<file path="config.mk">
export PLATFORM = sky130hd
export DESIGN_NAME = lcd_ctrl
export DESIGN_NICKNAME = d
export VERILOG_FILES = /design/src/rtl/lcd_pkg.sv /design/src/rtl/lcd_strobe.sv /design/src/rtl/lcd_ctrl.sv
export SDC_FILE = /design/constraint.sdc
export NUM_CORES = 1
export LEC_CHECK = 0
export CAP_MARGIN = 20
export CORE_MARGIN = 1
export CORE_UTILIZATION = 62
export DETAILED_ROUTE_END_ITERATION = 6
export GPL_ROUTABILITY_DRIVEN = 0
export PLACE_DENSITY_LB_ADDON = 0.1
export SLEW_MARGIN = 20
export SYNTH_ARGS = -nofsm -noshare
export SYNTH_HDL_FRONTEND = slang
export SYNTH_SLANG_ARGS = --single-unit
</file>
<file path="constraint.sdc">
create_clock -name clk -period 6.7 [get_ports clk]
set_input_delay 1.005 -clock clk [delete_from_list [all_inputs] [get_ports clk]]
set_output_delay 1.005 -clock clk [all_outputs]
set_load 0.01 [all_outputs]
</file>
<file path="src/rtl/lcd_pkg.sv">
// Shared types and command bytes for the HD44780-style LCD refresh controller.
// Bus width is chosen by LCD_CTRL_4BIT_EN (defined: 4-bit nibble bus; undefined: 8-bit bus).
package lcd_pkg;

  typedef enum logic [2:0] {
    PWR_WAIT,
    INIT,
    SET_ROW,
    FETCH,
    WRITE
  } lcd_state_e;

  typedef enum logic [2:0] {
    STB_IDLE,
    STB_SETUP,
    STB_EHIGH,
    STB_HOLD,
    STB_WAIT
  } stb_phase_e;

  localparam logic [7:0] CMD_FUNC_8BIT = 8'h38;
  localparam logic [7:0] CMD_FUNC_4BIT = 8'h28;
  localparam logic [7:0] CMD_DISP_ON   = 8'h0C;
  localparam logic [7:0] CMD_ENTRY     = 8'h06;
  localparam logic [7:0] CMD_CLEAR     = 8'h01;
  localparam logic [7:0] CMD_ROW0      = 8'h80;
  localparam logic [7:0] CMD_ROW1      = 8'hC0;

  function automatic int lcd_max(input int a, input int b);
    return (a > b) ? a : b;
  endfunction

  // Bits needed for a counter running 0 .. n-1.
  function automatic int lcd_cnt_w(input int n);
    return (n < 2) ? 1 : $clog2(n);
  endfunction

endpackage

</file>
<file path="src/rtl/lcd_strobe.sv">
// One LCD bus transfer: setup, lcd_e pulse, hold, then the post-command wait; pulses done at the end.
// With LCD_CTRL_4BIT_EN a byte goes out as high nibble then low nibble on lcd_data[7:4].
module lcd_strobe
  import lcd_pkg::*;
#(
  parameter int E_HIGH_CYCLES     = 24,
  parameter int SETUP_CYCLES      = 4,
  parameter int CHAR_WAIT_CYCLES  = 5000,
  parameter int CLEAR_WAIT_CYCLES = 200000
) (
  input  logic       clk,
  input  logic       reset,
  input  logic       start,
  input  logic [7:0] tx_byte,
  input  logic       rs,
  input  logic       long_wait,
`ifdef LCD_CTRL_4BIT_EN
  input  logic       nibble_only,
`endif
  output logic       lcd_e,
  output logic [7:0] lcd_data,
  output logic       lcd_rs,
  output logic       done,
  output stb_phase_e phase_dbg
);

  localparam int CNT_MAX = lcd_max(lcd_max(E_HIGH_CYCLES, SETUP_CYCLES),
                                   lcd_max(CHAR_WAIT_CYCLES, CLEAR_WAIT_CYCLES));
  localparam int CW = lcd_cnt_w(CNT_MAX);
  localparam logic [CW-1:0] SETUP_LAST = CW'(SETUP_CYCLES - 1);
  localparam logic [CW-1:0] EHIGH_LAST = CW'(E_HIGH_CYCLES - 1);
  localparam logic [CW-1:0] CHAR_LAST  = CW'(CHAR_WAIT_CYCLES - 1);
  localparam logic [CW-1:0] CLEAR_LAST = CW'(CLEAR_WAIT_CYCLES - 1);

  stb_phase_e    phase, phase_n;
  logic [CW-1:0] cnt, cnt_n;
  logic [7:0]    data_n;
  logic          rs_n, long_q, long_n, done_n;
`ifdef LCD_CTRL_4BIT_EN
  logic [3:0]    low_q, low_n;
  logic          pend_q, pend_n;
`endif

  always_ff @(posedge clk) begin
    if (reset) begin
      phase    <= STB_IDLE;
      cnt      <= '0;
      lcd_data <= 8'h00;
      lcd_rs   <= 1'b0;
      long_q   <= 1'b0;
      done     <= 1'b0;
`ifdef LCD_CTRL_4BIT_EN
      low_q    <= 4'h0;
      pend_q   <= 1'b0;
`endif
    end else begin
      phase    <= phase_n;
      cnt      <= cnt_n;
      lcd_data <= data_n;
      lcd_rs   <= rs_n;
      long_q   <= long_n;
      done     <= done_n;
`ifdef LCD_CTRL_4BIT_EN
      low_q    <= low_n;
      pend_q   <= pend_n;
`endif
    end
  end

  // Bus data and rs only change in IDLE (start) or at the end of HOLD, never while lcd_e is high.
  always_comb begin
    phase_n = phase;
    cnt_n   = cnt + 1'b1;
    data_n  = lcd_data;
    rs_n    = lcd_rs;
    long_n  = long_q;
    done_n  = 1'b0;
`ifdef LCD_CTRL_4BIT_EN
    low_n   = low_q;
    pend_n  = pend_q;
`endif
    case (phase)
      STB_IDLE: begin
        cnt_n = '0;
        if (start) begin
          rs_n    = rs;
          long_n  = long_wait;
          phase_n = STB_SETUP;
`ifdef LCD_CTRL_4BIT_EN
          data_n  = {tx_byte[7:4], 4'h0};
          low_n   = tx_byte[3:0];
          pend_n  = !nibble_only;
`else
          data_n  = tx_byte;
`endif
        end
      end
      STB_SETUP: if (cnt == SETUP_LAST) begin
        cnt_n   = '0;
        phase_n = STB_EHIGH;
      end
      STB_EHIGH: if (cnt == EHIGH_LAST) begin
        cnt_n   = '0;
        phase_n = STB_HOLD;
      end
      STB_HOLD: if (cnt == SETUP_LAST) begin
        cnt_n   = '0;
        phase_n = STB_WAIT;
`ifdef LCD_CTRL_4BIT_EN
        if (pend_q) begin
          pend_n  = 1'b0;
          data_n  = {low_q, 4'h0};
          phase_n = STB_SETUP;
        end
`endif
      end
      STB_WAIT: if (cnt == (long_q ? CLEAR_LAST : CHAR_LAST)) begin
        cnt_n   = '0;
        done_n  = 1'b1;
        phase_n = STB_IDLE;
      end
      default: phase_n = STB_IDLE;
    endcase
  end

  assign lcd_e     = (phase == STB_EHIGH);
  assign phase_dbg = phase;

endmodule

</file>
<file path="src/rtl/lcd_ctrl.sv">
// Power-up, init and endless 2x16 refresh of a character LCD from an addressed text source.
// Define LCD_CTRL_4BIT_EN for the 4-bit bus (nibble wake-up sequence, function set 0x28).
module lcd_ctrl
  import lcd_pkg::*;
#(
  parameter int POWERUP_CYCLES    = 2000000,
  parameter int E_HIGH_CYCLES     = 24,
  parameter int SETUP_CYCLES      = 4,
  parameter int CHAR_WAIT_CYCLES  = 5000,
  parameter int CLEAR_WAIT_CYCLES = 200000,
  parameter int ADDR_SETTLE       = 4
) (
  input  logic       clk,
  input  logic       reset,
  input  logic [7:0] ascii,
  output logic [4:0] addr,
  output logic [7:0] lcd_data,
  output logic       lcd_rs,
  output logic       lcd_rw,
  output logic       lcd_e,
  output logic       frame_done,
  output lcd_state_e state_dbg,
  output stb_phase_e strobe_dbg
);

  localparam int CW = lcd_cnt_w(lcd_max(POWERUP_CYCLES, ADDR_SETTLE));
  localparam logic [CW-1:0] PWR_LAST    = CW'(POWERUP_CYCLES - 1);
  localparam logic [CW-1:0] SETTLE_LAST = CW'(ADDR_SETTLE - 1);
`ifdef LCD_CTRL_4BIT_EN
  localparam int IW = 3;
`else
  localparam int IW = 2;
`endif
  localparam logic [IW-1:0] INIT_LAST = '1;

  lcd_state_e    state, state_n;
  logic [CW-1:0] cnt, cnt_n;
  logic [IW-1:0] init_idx, idx_n;
  logic [4:0]    addr_n;
  logic [7:0]    char_q, char_n;
  logic          busy, busy_n, frame_done_n;
  logic          start, stb_done, tx_rs, tx_long;
  logic [7:0]    tx_byte, init_byte;
`ifdef LCD_CTRL_4BIT_EN
  logic          init_nib, tx_nib;
`endif

  always_ff @(posedge clk) begin
    if (reset) begin
      state      <= PWR_WAIT;
      cnt        <= '0;
      init_idx   <= '0;
      addr       <= 5'd0;
      char_q     <= 8'h00;
      busy       <= 1'b0;
      frame_done <= 1'b0;
    end else begin
      state      <= state_n;
      cnt        <= cnt_n;
      init_idx   <= idx_n;
      addr       <= addr_n;
      char_q     <= char_n;
      busy       <= busy_n;
      frame_done <= frame_done_n;
    end
  end

  always_comb begin
    init_byte = CMD_CLEAR;
`ifdef LCD_CTRL_4BIT_EN
    init_nib  = 1'b0;
    case (init_idx)
      3'd0, 3'd1, 3'd2: begin init_byte = 8'h30; init_nib = 1'b1; end
      3'd3:             begin init_byte = 8'h20; init_nib = 1'b1; end
      3'd4:             init_byte = CMD_FUNC_4BIT;
      3'd5:             init_byte = CMD_DISP_ON;
      3'd6:             init_byte = CMD_ENTRY;
      default:          init_byte = CMD_CLEAR;
    endcase
`else
    case (init_idx)
      2'd0:    init_byte = CMD_FUNC_8BIT;
      2'd1:    init_byte = CMD_DISP_ON;
      2'd2:    init_byte = CMD_ENTRY;
      default: init_byte = CMD_CLEAR;
    endcase
`endif
  end

  // Strobing states raise start once (busy guards re-issue) and advance only on done.
  always_comb begin
    state_n      = state;
    cnt_n        = cnt;
    idx_n        = init_idx;
    addr_n       = addr;
    char_n       = char_q;
    busy_n       = busy;
    frame_done_n = 1'b0;
    start        = 1'b0;
    tx_byte      = 8'h00;
    tx_rs        = 1'b0;
`ifdef LCD_CTRL_4BIT_EN
    tx_nib       = 1'b0;
`endif
    case (state)
      PWR_WAIT: begin
        if (cnt == PWR_LAST) begin
          cnt_n   = '0;
          idx_n   = '0;
          state_n = INIT;
        end else begin
          cnt_n = cnt + 1'b1;
        end
      end
      INIT: begin
        tx_byte = init_byte;
`ifdef LCD_CTRL_4BIT_EN
        tx_nib  = init_nib;
`endif
        if (!busy) begin
          start  = 1'b1;
          busy_n = 1'b1;
        end else if (stb_done) begin
          busy_n = 1'b0;
          if (init_idx == INIT_LAST) begin
            addr_n  = 5'd0;
            state_n = SET_ROW;
          end else begin
            idx_n = init_idx + 1'b1;
          end
        end
      end
      SET_ROW: begin
        tx_byte = addr[4] ? CMD_ROW1 : CMD_ROW0;
        if (!busy) begin
          start  = 1'b1;
          busy_n = 1'b1;
        end else if (stb_done) begin
          busy_n  = 1'b0;
          cnt_n   = '0;
          state_n = FETCH;
        end
      end
      FETCH: begin
        if (cnt == SETTLE_LAST) begin
          char_n  = ascii;
          cnt_n   = '0;
          state_n = WRITE;
        end else begin
          cnt_n = cnt + 1'b1;
        end
      end
      WRITE: begin
        tx_byte = char_q;
        tx_rs   = 1'b1;
        if (!busy) begin
          start  = 1'b1;
          busy_n = 1'b1;
        end else if (stb_done) begin
          busy_n       = 1'b0;
          frame_done_n = (addr == 5'd31);
          if (addr[3:0] == 4'hF) begin
            addr_n  = {~addr[4], 4'h0};
            state_n = SET_ROW;
          end else begin
            addr_n  = addr + 5'd1;
            cnt_n   = '0;
            state_n = FETCH;
          end
        end
      end
      default: state_n = PWR_WAIT;
    endcase
  end

`ifdef LCD_CTRL_4BIT_EN
  assign tx_long = tx_nib || (!tx_rs && tx_byte == CMD_CLEAR);
`else
  assign tx_long = !tx_rs && tx_byte == CMD_CLEAR;
`endif

  lcd_strobe #(
    .E_HIGH_CYCLES    (E_HIGH_CYCLES),
    .SETUP_CYCLES     (SETUP_CYCLES),
    .CHAR_WAIT_CYCLES (CHAR_WAIT_CYCLES),
    .CLEAR_WAIT_CYCLES(CLEAR_WAIT_CYCLES)
  ) u_strobe (
    .clk        (clk),
    .reset      (reset),
    .start      (start),
    .tx_byte    (tx_byte),
    .rs         (tx_rs),
    .long_wait  (tx_long),
`ifdef LCD_CTRL_4BIT_EN
    .nibble_only(tx_nib),
`endif
    .lcd_e      (lcd_e),
    .lcd_data   (lcd_data),
    .lcd_rs     (lcd_rs),
    .done       (stb_done),
    .phase_dbg  (strobe_dbg)
  );

  assign lcd_rw    = 1'b0;
  assign state_dbg = state;

endmodule
</file>
==> tab_implementation.tex, run 1 <==
\begin{tabular}{lr}
\hline
Metric & Value \\
\hline
\multicolumn{2}{l}{\textbf{Outcome}} \\
Outcome & finished clean \\
\multicolumn{2}{l}{\textbf{Floorplanning}} \\
Core Box Area & 0.00557 mm\^{}2 \\
Area of the die & 0.00614 mm\^{}2 \\
Die Span X & 78.3 um \\
Initial Util & 64.8\% \\
Top-level I/O count & 33 \\
Number of rows in the core area & 27 \\
Die span in y & 78.3 um \\
\multicolumn{2}{l}{\textbf{Synth}} \\
Fraction of the mapped netlist area in simple logic gates & 29.2\% \\
Async S/R FF share, synth & 0\% \\
Avg Cell Area, Syn & 8.54 um\^{}2 \\
Fraction of the mapped netlist area in adder cells & 2.77\% \\
Sequential-to-total area share from yosys stat & 40.5\% \\
YS warnings & 0 \\
Number of flops mapped to enable cells by yosys & 0 \\
Synth cell types & 58 \\
Mux share of post-synthesis cell area & 4.16\% \\
Post-synthesis instance area & 0.00361 mm\^{}2 \\
Xor/xnor share of the synthesized area & 8.49\% \\
Post-synthesis net count & 441 \\
Total of flip-flops plus latches after synthesis & 73 \\
Compound-Gate Fraction of Synth Area & 10.4\% \\
Synth Instances & 423 \\
Main combinational cell family by area after synthesis & simple AND/OR/NAND/NOR gates \\
Dominant synthesized flop cell & dfxtp\_1 \\
\multicolumn{2}{l}{\textbf{Timing}} \\
Setup-violating endpoint count in the final report & 0 \\
Total count of max-transition violations in the final report & 0 \\
Fin crit period & 2820 ps \\
Endpoints failing hold & 0 \\
Unrepaired setup endpoints after global routing & no \\
Period utilisation layout & 42.0\% \\
Transition time at the pin with the least slew margin & 917 ps \\
Sum Neg Setup Slack & 0 ps \\
Skew final & 7.72 ps \\
Maximum achievable frequency & 355 MHz \\
Max\_slew headroom & 38.6\% \\
\multicolumn{2}{l}{\textbf{Placement}} \\
DPL Wire Length & 4660 um \\
Placed cell area & 0.00389 mm\^{}2 \\
IO Port Bufs & 31 \\
Cell Count Post-Placement & 509 \\
\multicolumn{2}{l}{\textbf{GRT}} \\
Global Route met1 Usage & 32.5\% \\
Overflow left after global routing & 0 \\
Initial antenna violation count & 0 \\
Grt met2 use & 38.8\% \\
First-pass GRT wire length & 12100 um \\
All-layer global routing usage & 24.7\% \\
Pin count of the biggest net entering global routing & 38 \\
Peak-usage layer in the global routing report & met2 \\
Met3 Resource Use GR & 3.95\% \\
Via count of the first global-routing pass & 2739 \\
\multicolumn{2}{l}{\textbf{Critical path}} \\
Reg2Reg Launch Point & state\_dbg[2]\$\_SDFFE\_PP0P\_ \\
Classification of the worst setup path & reg2reg \\
Arrival @ worst endpoint & 3030 ps \\
Launching element of the worst setup path & state\_dbg[2]\$\_SDFFE\_PP0P\_ \\
Top delay family on crit path & simple AND/OR/NAND/NOR gates \\
Endpoint required time on the critical path & 6920 ps \\
CP max FO & 16 \\
CP Launch Type & register \\
Worst-path cell chain & nor3b\_2, a21oi\_1, nor4\_4, mux2i\_1, nor2\_1 \\
Largest stage delay, worst path & 820 ps \\
Buffers \& Inverters on Critical Path & 0 \\
R2R cell count & 5 \\
Library cell contributing the largest single delay on the critical path & nor3b\_2 \\
Type of destination of the critical path & register \\
Logic depth of the worst path, buffers included & 5 \\
\multicolumn{2}{l}{\textbf{Power and ir drop}} \\
Combinational fraction of design power & 31.6\% \\
Power per Cell Area & 293 mW/mm\^{}2 \\
Leakage & 1.38 nW \\
Sum of internal, switching and leakage power & 0.00119 W \\
Clock share of power & 24.1\% \\
Cell-internal power & 0.000771 W \\
Seq pwr share & 44.2\% \\
Max VDD drop & 0.000194 V \\
Net Sw Frac & 35.0\% \\
Power spent charging and discharging nets & 0.000415 W \\
\multicolumn{2}{l}{\textbf{CTS}} \\
Clk sink count & 73 \\
Buffers inserted by post-CTS timing repair & 0 \\
Library cell used as clock root buffer & clkbuf\_8 \\
CTS tree & yes \\
Clock-pin slew on the worst setup and hold paths & 70 ps \\
Resize count post-CTS & 0 \\
Total of hold buffers inserted after clock tree synthesis & 0 \\
Clock insertion delay at the later pin of the skew report & 340 ps \\
Clock Path Buffers & 2 \\
Htree depth & 3 \\
Number of buffers created by CTS & 9 \\
\multicolumn{2}{l}{\textbf{Route}} \\
DRT Wirelength & 6870 um \\
Detailed router's first-iteration violation count & 156 \\
Number of DRC violations after detailed routing & 0 \\
Number of detailed-routing iterations run before antenna repair & 4 \\
Vias per std cell & 5.62 \\
Total number of vias & 2950 \\
Number of nets with antenna violations after detailed routing & 0 \\
Detailed-route wire length per cell & 13.1 um \\
\multicolumn{2}{l}{\textbf{Finish}} \\
Final instance count without filler cells & 525 \\
Fraction of final layout cells with drive strength greater than 1 & 7.73\% \\
Final Core Density & 72.7\% \\
Final Cell Area & 0.00405 mm\^{}2 \\
Synthesis-to-layout area growth & 12.2\% \\
Count of inserted antenna diode cells & 0 \\
Total Nets Final & 466 \\
\multicolumn{2}{l}{\textbf{Hold path}} \\
Number of cells traversed by the worst hold path & 1 \\
Start point of the worst hold path & u\_strobe.cnt[0]\$\_SDFF\_PP0\_ \\
Path category of the worst min-delay check & reg2reg \\
\multicolumn{2}{l}{\textbf{Run}} \\
Maxcap violations & 0 \\
\hline
\end{tabular}
per-layer routing:
layer / routed length [um] / part of all wire (%)
met1: 3300 / 48
met2: 3180 / 46
met3: 247 / 3.6
met4: 146 / 2.1
met5: 0 / 0
cells in the final DEF (no fill, tap or decap), types with 6 or more instances in the layout:
master	count
a21oi_1	16
a22oi_1	6
and4_1	6
clkbuf_8	9
clkdlybuf4s50_1	31
dfxtp_1	73
ha_1	8
inv_1	9
mux2i_1	15
nand2_1	35
nand2b_1	6
nand3_1	19
nand4_1	8
nor2_1	89
nor2_2	7
nor4_1	9
o21ai_0	6
xnor2_1	10
xor2_1	25
synthesized netlist by cell type, drive strengths merged (7+ instances only):
master / n / share of area (%)
clkbuf: 10 / 1.6
nor4: 10 / 2.1
nand4: 8 / 1.4
dfxtp: 73 / 40
a211oi: 7 / 2.1
xor2: 25 / 6.1
nand3: 19 / 2.6
buf: 8 / 1.8
nor2: 97 / 11
xnor2: 10 / 2.4
a21oi: 16 / 2.2
inv: 9 / 0.94
mux2i: 15 / 4.2
nand2: 36 / 3.8
ha: 8 / 2.8
registers in the layout, indices dropped and copies added (netlist names), 2 cells and up:
signal,flops
addr,5
u_strobe.lcd_data,8
u_strobe.cnt,18
state_dbg,3
u_strobe.phase_dbg,3
init_idx,2
cnt,21
char_q,8
worst register-to-register path: stages, from the launching register on:
cell     delay (ps)
dfxtp_1         530
nor3b_2         820
a21oi_1         250
nor4_4          710
mux2i_1         330
nor2_1           60
through the flow:
| step | setup slack (ps) | hold slack [ps] |
|---|---|---|
| after floorplan | 4430 | 418 |
| after global placement | 4080 | 429 |
| after detailed placement | 3960 | 436 |
| after CTS | 3890 | 454 |
| after global routing | 3650 | 465 |
| final | 3880 | 452 |
worst paths after layout:
check	endpoint	slack (ps)
max	u_strobe.lcd_data[7]$_SDFFE_PP0P_	3880
min	u_strobe.cnt[0]$_SDFF_PP0_	450
max reg2reg	u_strobe.lcd_data[7]$_SDFFE_PP0P_	3880
min reg2reg	u_strobe.cnt[0]$_SDFF_PP0_	450
layout make-up:
cell class | instances | area, um^2
Timing Repair Buffer | 32 | 318
Multi-Input combinational cell | 323 | 1990
Clock inverter | 3 | 17.5
Fill cell | 452 | 1520
Sequential cell | 73 | 1460
Inverter | 9 | 33.8
Clock buffer | 13 | 139
Tap cell | 72 | 90.1
logic make-up after synthesis:
kind of cell,Yosys count
and+or+nand+nor,213
DFF,73
AOI/OAI and AO/OA,51
xor gates and xnor gates,35
buffers and inverters,27
muxes,15
adders and majority gates,8
other,1
power groups by stage:
| stage | combinational (W) | clock (W) | sequential (W) |
|---|---|---|---|
| 2_1_floorplan | 0.000316 | 0 | 0.000514 |
| 4_1_cts | 0.000378 | 0.000294 | 0.000524 |
| 5_1_grt | 0.000419 | 0.000311 | 0.000531 |
| 6_report | 0.000375 | 0.000286 | 0.000525 |
| 3_5_place_dp | 0.000375 | 0 | 0.000533 |
| 3_3_place_gp | 0.000371 | 0 | 0.000532 |
No activity file was read; power rests on OpenSTA's default activity.
==> inputs of run 2 (changes only) <==
--- a/config.mk
+++ b/config.mk
@@ -7,7 +7,7 @@
 export LEC_CHECK = 0
 export CAP_MARGIN = 20
 export CORE_MARGIN = 1
-export CORE_UTILIZATION = 62
+export CORE_UTILIZATION = 57
 export DETAILED_ROUTE_END_ITERATION = 6
 export GPL_ROUTABILITY_DRIVEN = 0
 export PLACE_DENSITY_LB_ADDON = 0.1
==> constraint.sdc (replaced) <==
create_clock -name clk -period 2.8 [get_ports clk]
set_input_delay 0.42 -clock clk [delete_from_list [all_inputs] [get_ports clk]]
set_output_delay 0.42 -clock clk [all_outputs]
set_load 0.01 [all_outputs]
==> tab_implementation.tex, run 2 (same netlist as run 1, synthesis figures left out) <==
\begin{tabular}{lr}
\hline
Metric & Value \\
\hline
\multicolumn{2}{l}{\textbf{Timing}} \\
Total count of max-transition violations in the final report & 0 (unchanged) \\
Fin crit period & 2470 ps (was 2820 ps) \\
Transition time at the pin with the least slew margin & 553 ps (was 917 ps) \\
Unrepaired setup endpoints after global routing & no (unchanged) \\
Skew final & 6.94 ps (was 7.72 ps) \\
Setup-violating endpoint count in the final report & 0 (unchanged) \\
Final-layout worst hold slack & 475 ps (was 452 ps) \\
Maximum achievable frequency & 405 MHz (was 355 MHz) \\
Sum Neg Setup Slack & 0 ps (unchanged) \\
Period utilisation layout & 88.2\% (was 42.0\%) \\
Endpoints failing hold & 0 (unchanged) \\
Max\_slew headroom & 63.0\% (was 38.6\%) \\
\multicolumn{2}{l}{\textbf{Power and ir drop}} \\
Leakage & 1.41 nW (was 1.38 nW) \\
Max VDD drop & 0.000371 V (was 0.000194 V) \\
Power per Cell Area & 709 mW/mm\^{}2 (was 293 mW/mm\^{}2) \\
Sum of internal, switching and leakage power & 0.00289 W (was 0.00119 W) \\
\multicolumn{2}{l}{\textbf{Floorplanning}} \\
Number of rows in the core area & 28 (was 27) \\
Area of the die & 0.00666 mm\^{}2 (was 0.00614 mm\^{}2) \\
Top-level I/O count & 33 (unchanged) \\
Core Box Area & 0.00603 mm\^{}2 (was 0.00557 mm\^{}2) \\
Die Span X & 81.6 um (was 78.3 um) \\
Die span in y & 81.6 um (was 78.3 um) \\
Initial Util & 59.9\% (was 64.8\%) \\
\multicolumn{2}{l}{\textbf{GRT}} \\
All-layer global routing usage & 23.8\% (was 24.7\%) \\
Pin count of the biggest net entering global routing & 35 (was 38) \\
Overflow left after global routing & 0 (unchanged) \\
Via count of the first global-routing pass & 2703 (was 2739) \\
Initial antenna violation count & 0 (unchanged) \\
First-pass GRT wire length & 12200 um (was 12100 um) \\
\multicolumn{2}{l}{\textbf{Placement}} \\
DPL Wire Length & 4990 um (was 4660 um) \\
IO Port Bufs & 31 (unchanged) \\
Placed cell area & 0.00393 mm\^{}2 (was 0.00389 mm\^{}2) \\
\multicolumn{2}{l}{\textbf{Critical path}} \\
Reg2Reg Launch Point & addr[0]\$\_SDFFE\_PP0P\_ (was state\_dbg[2]\$\_SDFFE\_PP0P\_) \\
Type of destination of the critical path & register (unchanged) \\
Launching element of the worst setup path & addr[0]\$\_SDFFE\_PP0P\_ (was state\_dbg[2]\$\_SDFFE\_PP0P\_) \\
Buffers \& Inverters on Critical Path & 0 (unchanged) \\
Top delay family on crit path & simple AND/OR/NAND/NOR gates (unchanged) \\
Arrival @ worst endpoint & 2690 ps (was 3030 ps) \\
Endpoint required time on the critical path & 3020 ps (was 6920 ps) \\
Classification of the worst setup path & reg2reg (unchanged) \\
Worst-path cell chain & ha\_1, and3\_1, or4\_4, nand2\_1, o311ai\_1, or2b\_2, nor2\_1 (was nor3b\_2, a21oi\_1, nor4\_4, mux2i\_1, nor2\_1) \\
CP Launch Type & register (unchanged) \\
Largest stage delay, worst path & 560 ps (was 820 ps) \\
CP max FO & 20 (was 16) \\
Library cell contributing the largest single delay on the critical path & or4\_4 (was nor3b\_2) \\
\multicolumn{2}{l}{\textbf{CTS}} \\
Number of buffers created by CTS & 9 (unchanged) \\
Buffers inserted by post-CTS timing repair & 0 (unchanged) \\
Library cell used as clock root buffer & clkbuf\_8 (unchanged) \\
Htree depth & 3 (unchanged) \\
Clock Path Buffers & 2 (unchanged) \\
Resize count post-CTS & 0 (unchanged) \\
Clk sink count & 73 (unchanged) \\
CTS tree & yes (unchanged) \\
Clock-pin slew on the worst setup and hold paths & 70 ps (about the same) \\
Total of hold buffers inserted after clock tree synthesis & 0 (unchanged) \\
Clock insertion delay at the later pin of the skew report & 340 ps (about the same) \\
\multicolumn{2}{l}{\textbf{Run}} \\
Maxcap violations & 0 (unchanged) \\
\multicolumn{2}{l}{\textbf{Finish}} \\
Final Cell Area & 0.00409 mm\^{}2 (was 0.00405 mm\^{}2) \\
Max FFs per register & 21 (unchanged) \\
Most common cell after layout, fill and taps aside & nor2\_1 (unchanged) \\
Commonest non-fill, non-tap cells in the layout & nor2\_1 (89), dfxtp\_1 (73), nand2\_1 (35) (unchanged) \\
Total Nets Final & 470 (was 466) \\
Count of inserted antenna diode cells & 0 (unchanged) \\
Synthesis-to-layout area growth & 13.1\% (was 12.2\%) \\
Fraction of final layout cells with drive strength greater than 1 & 8.53\% (was 7.73\%) \\
Registers with the highest flip-flop counts & cnt (21), u\_strobe.cnt (18) (unchanged) \\
Final Core Density & 67.8\% (was 72.7\%) \\
Top reg by flops & cnt (unchanged) \\
\multicolumn{2}{l}{\textbf{Route}} \\
Number of DRC violations after detailed routing & 0 (unchanged) \\
Number of nets with antenna violations after detailed routing & 0 (unchanged) \\
DRT Wirelength & 7120 um (was 6870 um) \\
Detailed router's first-iteration violation count & 139 (was 156) \\
Detailed-route wire length per cell & 13.4 um (was 13.1 um) \\
Number of detailed-routing iterations run before antenna repair & 4 (unchanged) \\
Total number of vias & 2940 (was 2950) \\
Vias per std cell & 5.53 (was 5.62) \\
\multicolumn{2}{l}{\textbf{Hold path}} \\
Path category of the worst min-delay check & reg2reg (unchanged) \\
Start point of the worst hold path & u\_strobe.cnt[0]\$\_SDFF\_PP0\_ (unchanged) \\
\multicolumn{2}{l}{\textbf{Outcome}} \\
Outcome & finished clean (unchanged) \\
\hline
\end{tabular}
[run 2: stage by stage]
step,setup slack [ps],std cells
after floorplan,533,423
after global placement,437,516
after detailed placement,327,516
after CTS,321,532
after global routing,183,532
final,331,532
[run 2: report_power, final]
part	leakage, nW	switching (W)	internal [W]
registers	0.590	0.000109	0.00112
clock network	0.0774	0.000376	0.000320
logic	0.738	0.000534	0.000435
total	1.41	0.00102	0.00188
[run 2: worst register-to-register path: stages (launching register included)]
cell and delay, ps:
dfxtp_1 360, ha_1 240, and3_1 240, or4_4 560, nand2_1 240, o311ai_1 140
or2b_2 460, nor2_1 100
[run 2: layout make-up]
| cell class | count | area [um^2] |
|---|---|---|
| Clock inverter | 3 | 17.5 |
| Inverter | 9 | 33.8 |
| Timing Repair Buffer | 36 | 348 |
| Fill cell | 524 | 1940 |
| Tap cell | 75 | 93.8 |
| Clock buffer | 13 | 139 |
| Multi-Input combinational cell | 323 | 1990 |
| Sequential cell | 73 | 1460 |
[run 2: routing by layer]
layer	GRT usage (%)	part of all wire, %	vias to the layer above
met5	0	0	-
met4	8.95	1.7	0
met3	4.67	3.8	10
met2	38.9	47	52
met1	30.8	47	1366
li1	-	-	1512
[run 2: final timing paths]
| kind | end | cells past startpoint | slack [ps] |
|---|---|---|---|
| worst max-delay path | cnt[12]$_SDFFE_PP0P_ | 7 | 330 |
| worst min-delay path | u_strobe.cnt[0]$_SDFF_PP0_ | 1 | 480 |
| worst max register to register | cnt[12]$_SDFFE_PP0P_ | 7 | 330 |
| worst min register to register | u_strobe.cnt[0]$_SDFF_PP0_ | 1 | 480 |
